### config.mk
export PLATFORM = sky130hd
export DESIGN_NAME = lenet_axil_regif
export DESIGN_NICKNAME = d
export VERILOG_FILES = /design/src/rtl/lenet_axil_regif.sv
export SDC_FILE = /design/constraint.sdc
export NUM_CORES = 1
export LEC_CHECK = 0
export ABC_AREA = 1
export ABC_CLOCK_PERIOD_IN_PS = 3350
export BUFFER_PORTS_ARGS = -buffer_cell sky130_fd_sc_hd__buf_2
export CAP_MARGIN = 0
export CORE_MARGIN = 2
export CORE_UTILIZATION = 47
export DETAILED_ROUTE_END_ITERATION = 8
export GPL_TIMING_DRIVEN = 0
export PLACE_DENSITY_LB_ADDON = 0.2
export SLEW_MARGIN = 5
export SYNTH_ARGS = -nofsm -noshare
export SYNTH_HDL_FRONTEND = slang
export SYNTH_SLANG_ARGS = --single-unit
### constraint.sdc
create_clock -name S_AXI_ACLK -period 3.35 [get_ports S_AXI_ACLK]
set_input_delay 0.335 -clock S_AXI_ACLK [delete_from_list [all_inputs] [get_ports S_AXI_ACLK]]
set_output_delay 0.335 -clock S_AXI_ACLK [all_outputs]
set_load 0.02 [all_outputs]
### src/rtl/lenet_axil_regif.sv
// lenet_axil_regif: AXI4-Lite register front end for the LeNet core.
// Optional STREAM_COUNT_EN adds per-channel accepted-word counters at 0x10.
module lenet_axil_regif #(
  parameter int C_S_AXI_DATA_WIDTH = 32,
  parameter int C_S_AXI_ADDR_WIDTH = 5,
  parameter int RESULT_WIDTH       = 4
) (
  input  logic                          S_AXI_ACLK,
  input  logic                          S_AXI_ARESETN,
  input  logic [C_S_AXI_ADDR_WIDTH-1:0] S_AXI_AWADDR,
  input  logic                          S_AXI_AWVALID,
  output logic                          S_AXI_AWREADY,
  input  logic [C_S_AXI_DATA_WIDTH-1:0] S_AXI_WDATA,
  input  logic                          S_AXI_WVALID,
  output logic                          S_AXI_WREADY,
  output logic [1:0]                    S_AXI_BRESP,
  output logic                          S_AXI_BVALID,
  input  logic                          S_AXI_BREADY,
  input  logic [C_S_AXI_ADDR_WIDTH-1:0] S_AXI_ARADDR,
  input  logic                          S_AXI_ARVALID,
  output logic                          S_AXI_ARREADY,
  output logic [C_S_AXI_DATA_WIDTH-1:0] S_AXI_RDATA,
  output logic [1:0]                    S_AXI_RRESP,
  output logic                          S_AXI_RVALID,
  input  logic                          S_AXI_RREADY,
  output logic                          o_run,
  output logic                          o_clear,
  output logic [C_S_AXI_DATA_WIDTH-1:0] o_stream_data,
  output logic [1:0]                    o_stream_sel,
  output logic                          o_stream_valid,
  input  logic                          i_stream_ready,
  input  logic                          i_done,
  input  logic [RESULT_WIDTH-1:0]       i_result
);

  typedef enum logic [1:0] {
    W_IDLE = 2'd0,
    W_PUSH = 2'd1,
    W_RESP = 2'd2
  } wstate_e;

  typedef enum logic {
    R_IDLE = 1'b0,
    R_DATA = 1'b1
  } rstate_e;

  localparam logic [2:0] A_CTRL   = 3'd0;
  localparam logic [2:0] A_WEIGHT = 3'd1;
  localparam logic [2:0] A_BIAS   = 3'd2;
  localparam logic [2:0] A_FMAP   = 3'd3;
  localparam logic [2:0] A_COUNT  = 3'd4;
  localparam logic [2:0] A_STATUS = 3'd5;
  localparam logic [2:0] A_RESULT = 3'd6;
  localparam logic [2:0] A_CLEAR  = 3'd7;

  wstate_e wstate_q, wstate_d;
  rstate_e rstate_q, rstate_d;

  logic [2:0] aw_idx, ar_idx;
  logic       aw_push, aw_hs, ar_hs;
  logic       run_q, clear_q, done_q, done_d, done_clr;
  logic [RESULT_WIDTH-1:0]       result_q;
  logic [C_S_AXI_DATA_WIDTH-1:0] sdata_q, rdata_q, rdata_d;
  logic [1:0]  ssel_q;
  logic [31:0] count_word;
  logic        unused_ok;

  assign aw_idx  = S_AXI_AWADDR[4:2];
  assign ar_idx  = S_AXI_ARADDR[4:2];
  assign aw_push = (aw_idx == A_WEIGHT) || (aw_idx == A_BIAS) ||
                   (aw_idx == A_FMAP);
  assign unused_ok = ^{S_AXI_AWADDR[1:0], S_AXI_ARADDR[1:0]};

  assign done_clr = aw_hs &&
    (((aw_idx == A_CTRL) && !S_AXI_WDATA[0]) ||
     ((aw_idx == A_CLEAR) && S_AXI_WDATA[0]));

  // Write channel next state; address and data accepted together in idle
  always_comb begin
    wstate_d = wstate_q;
    aw_hs    = 1'b0;
    unique case (wstate_q)
      W_IDLE: begin
        aw_hs = S_AXI_AWVALID & S_AXI_WVALID;
        if (aw_hs)
          wstate_d = (aw_push && !clear_q) ? W_PUSH : W_RESP;
      end
      W_PUSH: if (i_stream_ready) wstate_d = W_RESP;
      W_RESP: if (S_AXI_BREADY) wstate_d = W_IDLE;
      default: wstate_d = W_IDLE;
    endcase
  end

  // Write channel state register
  always_ff @(posedge S_AXI_ACLK or negedge S_AXI_ARESETN) begin
    if (!S_AXI_ARESETN) wstate_q <= W_IDLE;
    else                wstate_q <= wstate_d;
  end

  assign S_AXI_AWREADY  = aw_hs;
  assign S_AXI_WREADY   = aw_hs;
  assign S_AXI_BVALID   = (wstate_q == W_RESP);
  assign S_AXI_BRESP    = 2'b00;
  assign o_stream_valid = (wstate_q == W_PUSH);
  assign o_stream_data  = sdata_q;
  assign o_stream_sel   = ssel_q;
  assign o_run          = run_q;
  assign o_clear        = clear_q;

  // Done flag: a core pulse overrides a same-cycle software clear
  always_comb begin
    done_d = done_q;
    if (done_clr) done_d = 1'b0;
    if (i_done)   done_d = 1'b1;
  end

  // Control registers, push word latch and result capture
  always_ff @(posedge S_AXI_ACLK or negedge S_AXI_ARESETN) begin
    if (!S_AXI_ARESETN) begin
      run_q    <= 1'b0;
      clear_q  <= 1'b0;
      done_q   <= 1'b0;
      result_q <= '0;
      sdata_q  <= '0;
      ssel_q   <= 2'b00;
    end else begin
      if (aw_hs && (aw_idx == A_CTRL))  run_q   <= S_AXI_WDATA[0];
      if (aw_hs && (aw_idx == A_CLEAR)) clear_q <= S_AXI_WDATA[0];
      if (aw_hs && aw_push) begin
        sdata_q <= S_AXI_WDATA;
        ssel_q  <= aw_idx[1:0] - 2'd1;
      end
      done_q <= done_d;
      if (i_done) result_q <= i_result;
    end
  end

`ifdef STREAM_COUNT_EN
  logic [11:0] wcnt_q, bcnt_q, fcnt_q;
  logic        s_fire, cnt_clr;

  assign s_fire  = o_stream_valid & i_stream_ready;
  assign cnt_clr = aw_hs &&
    (((aw_idx == A_CLEAR) && S_AXI_WDATA[0]) ||
     ((aw_idx == A_CTRL) && S_AXI_WDATA[0] && !run_q));
  assign count_word = {4'b0, bcnt_q[3:0], fcnt_q, wcnt_q};

  // Saturating per-channel counts of words the core accepted
  always_ff @(posedge S_AXI_ACLK or negedge S_AXI_ARESETN) begin
    if (!S_AXI_ARESETN) begin
      wcnt_q <= '0;
      bcnt_q <= '0;
      fcnt_q <= '0;
    end else if (cnt_clr) begin
      wcnt_q <= '0;
      bcnt_q <= '0;
      fcnt_q <= '0;
    end else if (s_fire) begin
      unique case (1'b1)
        (ssel_q == 2'b00): if (wcnt_q != 12'hFFF) wcnt_q <= wcnt_q + 12'd1;
        (ssel_q == 2'b01): if (bcnt_q != 12'hFFF) bcnt_q <= bcnt_q + 12'd1;
        default:           if (fcnt_q != 12'hFFF) fcnt_q <= fcnt_q + 12'd1;
      endcase
    end
  end
`else
  assign count_word = '0;
`endif

  assign ar_hs = (rstate_q == R_IDLE) & S_AXI_ARVALID;

  // Read channel next state and register read mux
  always_comb begin
    rstate_d = rstate_q;
    rdata_d  = '0;
    unique case (rstate_q)
      R_IDLE: if (ar_hs) rstate_d = R_DATA;
      R_DATA: if (S_AXI_RREADY) rstate_d = R_IDLE;
      default: rstate_d = R_IDLE;
    endcase
    unique case (ar_idx)
      A_CTRL:   rdata_d[0] = run_q;
      A_COUNT:  rdata_d    = count_word;
      A_STATUS: rdata_d[0] = done_q;
      A_RESULT: rdata_d[RESULT_WIDTH-1:0] = result_q;
      A_CLEAR:  rdata_d[0] = clear_q;
      default:  rdata_d    = '0;
    endcase
  end

  // Read channel state and data, data held until accepted
  always_ff @(posedge S_AXI_ACLK or negedge S_AXI_ARESETN) begin
    if (!S_AXI_ARESETN) begin
      rstate_q <= R_IDLE;
      rdata_q  <= '0;
    end else begin
      rstate_q <= rstate_d;
      if (ar_hs) rdata_q <= rdata_d;
    end
  end

  assign S_AXI_ARREADY = ar_hs;
  assign S_AXI_RVALID  = (rstate_q == R_DATA);
  assign S_AXI_RDATA   = rdata_q;
  assign S_AXI_RRESP   = 2'b00;

endmodule

==> reports/qor.txt <==
Status: finished, final reports clean
Share of layout cells above drive strength 1: 37.44%
Reg2Reg Depth: 7
Placeable Area: 0.004786 mm2
Worst Max-Slew Pin Slew: 1.034 ns
Root buf cell: clkbuf_8
Worst r2r dst: o_stream_data[27]
Lkg Pwr: 1.925 nW
Ports: 133
Drt first pass iters: 4
Total net switching power: 0.9200 mW
GRT Total Usage: 17.20%
Critical path launch point type: flop
DIE AREA: 0.005590 mm2
Deepest clock path buffer count: 2
Reg2Reg Setup Slack: 2.05 ns
Antenna Nets Post-Route: 0
Initial Utilization: 49.18%
Flop pwr share: 40.5%
Max-slew violations: 0
Seq cells post-synth: 48
Ratio of final minimum period to clock period: 48.20%
Relative slew slack: 31.04%
CTS Sinks: 48
Power Density: 726.0 mW/mm2
Final setup TNS: 0 ns
Comb power frac: 42.5%
CP Class: reg2out
N_diodes: 0
Final #Nets: 466
Post-synthesis average cell area: 8.621 um2
Max Clk Rate: 0.6193 GHz
Number of CTS-inserted buffers: 5
P&R area growth vs syn: 33.12%
Internal power: 1.355 mW
Synth cell types: 23
Synth Area in Compound Gates: 3.934%
CP required: 3.01 ns
Post-synthesis xor/xnor area fraction: 0%
Clk pwr share: 17.0%
CTS H-tree depth: 2
Final Hold Viols: 0
Crit. End Element: output pin
Final wirelength: 4801 um
Post-synthesis adder-cell area fraction: 2.127%
Initial antenna violation count: 0
Final critical-path required period: 1.615 ns
Via count: 1,985
Detailed Route Iter0 Violations: 67
Global-route wire length before repair: 7389 um
Largest cells by area after synthesis: dfrtp_1 51%, nand2_1 20%, buf_4 11%
DR DRC count: 0
Worst skew pair latency: 0.29 ns
CTS tree: yes
GP Congestion: 0.7130
Synth Cell Area: 0.002354 mm2
Seq/Total Area, Yosys: 51.04%
DIE HEIGHT: 74.77 um
Mux share of post-synthesis cell area: 0.4785%
Gr ovfl total: 0
Die width: 74.77 um
Slowest stage delay, CP: 0.45 ns
Largest family of logic cells by synthesized area: simple AND/OR/NAND/NOR gates
Crit path DAT: 1.28 ns
Estimated wirelength of the detail-placed design: 3757 um
Post-Synthesis Cells: 273
HP Class: in2async
Setup violators final: 0
Reported max-cap violation count: 0
Ys Warns: 0
Top delay family on crit path: flip-flops
Core Rows: 25
Largest net degree at the start of global routing: 49
VDD IR max: 343.1 uV
Crit Path Max Fanout: 6
Vias per inst: 4.197
CTS resizes: 0
WL per Instance: 10.15 um
RSZ-0062 raised after global routing: no
Area leader, netlist: dfrtp_1
Critical-path top delay cell: dfrtp_1
Final core utilization: 65.46%
Worst Path Buf+Inv: 3
Post-CTS Hold Fix Bufs: 0
Reg clk slew, reported paths: 0.08 ns
Worst Skew: 0.001761 ns
Final Cell Area: 0.003133 mm2
Worst-path cell chain: inv_2 -> nand2_4 -> nor2_8 -> buf_4 -> buf_2
Post-DP Area: 0.003034 mm2
Vias in the first global route: 1,677
Synth top area share: 51.04%
Port bufs: 96
Sw Ratio: 40.45%
Post-CTS setup repair buffer count: 0
Critical R2R Launch: wstate_q[1]
Synth Area in Simple Gates: 25.68%
## placed cells by master (no fill, tap or decap)
master	instances
buf_2	96
nor2_4	1
nand2_1	123
dfrtp_1	48
o21ai_1	6
nand3_1	6
o21ai_0	5
ha_1	4
buf_6	6
conb_1	32
bufinv_16	1
nand4_1	2
o21bai_1	2
nand2_4	1
nand2_2	1
inv_1	16
nand3_4	1
nor2_2	1
nor2_8	1
nor3_1	1
o31ai_1	3
clkbuf_8	5
buf_4	33
nor2_1	6
inv_2	4
mux2_2	1
## cell type report
| type | instances | area [um2] |
|---|---|---|
| clock inverters | 1 | 30.03 |
| inverters | 20 | 75.07 |
| flip-flops and latches | 48 | 1201 |
| fillers | 447 | 1653 |
| multi-input cells | 197 | 878.3 |
| repair buffers | 96 | 480.5 |
| plain buffers | 39 | 315.3 |
| clock buffers | 5 | 68.82 |
| well taps | 67 | 83.83 |
## per-stage QoR
| step | setup slack, ns | hold slack, ns | total power [mW] | std cells |
|---|---|---|---|---|
| after detailed placement | 1.801 | 0.4599 | 1.908 | 467 |
| after global routing | 1.645 | 0.2260 | 2.437 | 473 |
| final | 1.735 | 0.2264 | 2.275 | 473 |
| after CTS | 1.717 | 0.2234 | 2.304 | 473 |
| after floorplan | 2.121 | 0.03941 | 1.563 | 304 |
| after global placement | 1.872 | 0.4561 | 1.881 | 467 |
## sequential cells by signal, summed over array words and instances (netlist names)
signal and flops:
wstate_q 2, done_q 1, o_clear 1, o_stream_data 32, o_stream_sel 2, S_AXI_RDATA 4
S_AXI_RVALID 1, result_q 4, o_run 1
## per-layer routing
layer	vias up	track usage (%)	wire [um]
li1	1035	-	-
met1	868	20.73	2011
met2	78	29.89	2356
met3	4	5.355	395
met4	0	4.762	38
met5	-	0	0
## Yosys cell counts
cell type / instances
nor2_2: 1
nor2_1: 6
buf_6: 6
inv_2: 4
mux2_2: 1
nand3_4: 1
conb_1: 1
nand2_2: 1
o21ai_0: 5
nand2_1: 123
o31ai_1: 3
nor3_1: 1
buf_4: 33
o21bai_1: 2
dfrtp_1: 48
nand4_1: 2
ha_1: 4
nor2_8: 1
inv_1: 16
nand3_1: 6
nand2_4: 1
o21ai_1: 6
nor2_4: 1
## how the worst max path moves through the flow
stage,start,to,slack (ns),cells past startpoint
floorplan,S_AXI_AWADDR[2],o_stream_data[10],2.12,8
global placement,S_AXI_AWADDR[2],o_stream_data[8],1.87,10
detailed placement,S_AXI_AWADDR[2],o_stream_data[8],1.80,9
CTS,wstate_q[1],S_AXI_WREADY,1.72,5
global route,wstate_q[1],S_AXI_WREADY,1.64,5
finish,wstate_q[1],S_AXI_WREADY,1.74,5
## power groups by stage
stage / clock network [mW] / logic [mW] / registers (mW)
floorplan: 0 / 0.370 / 1.19
global placement: 0 / 0.955 / 0.926
detailed placement: 0 / 0.977 / 0.931
CTS: 0.404 / 0.980 / 0.920
global route: 0.423 / 1.07 / 0.944
finish: 0.386 / 0.967 / 0.921
## cell families (layout without fill, tap and decap cells)
family                     Yosys count  count (layout)
AOI/OAI and AO/OA                   16              16
adders and majority gates            4               4
buffers and inverters               59             161
DFF                                 48              48
muxes                                1               1
other                                1              32
and+or+nand+nor                    144             144
Note: power is estimated with default switching activity, not from simulation.
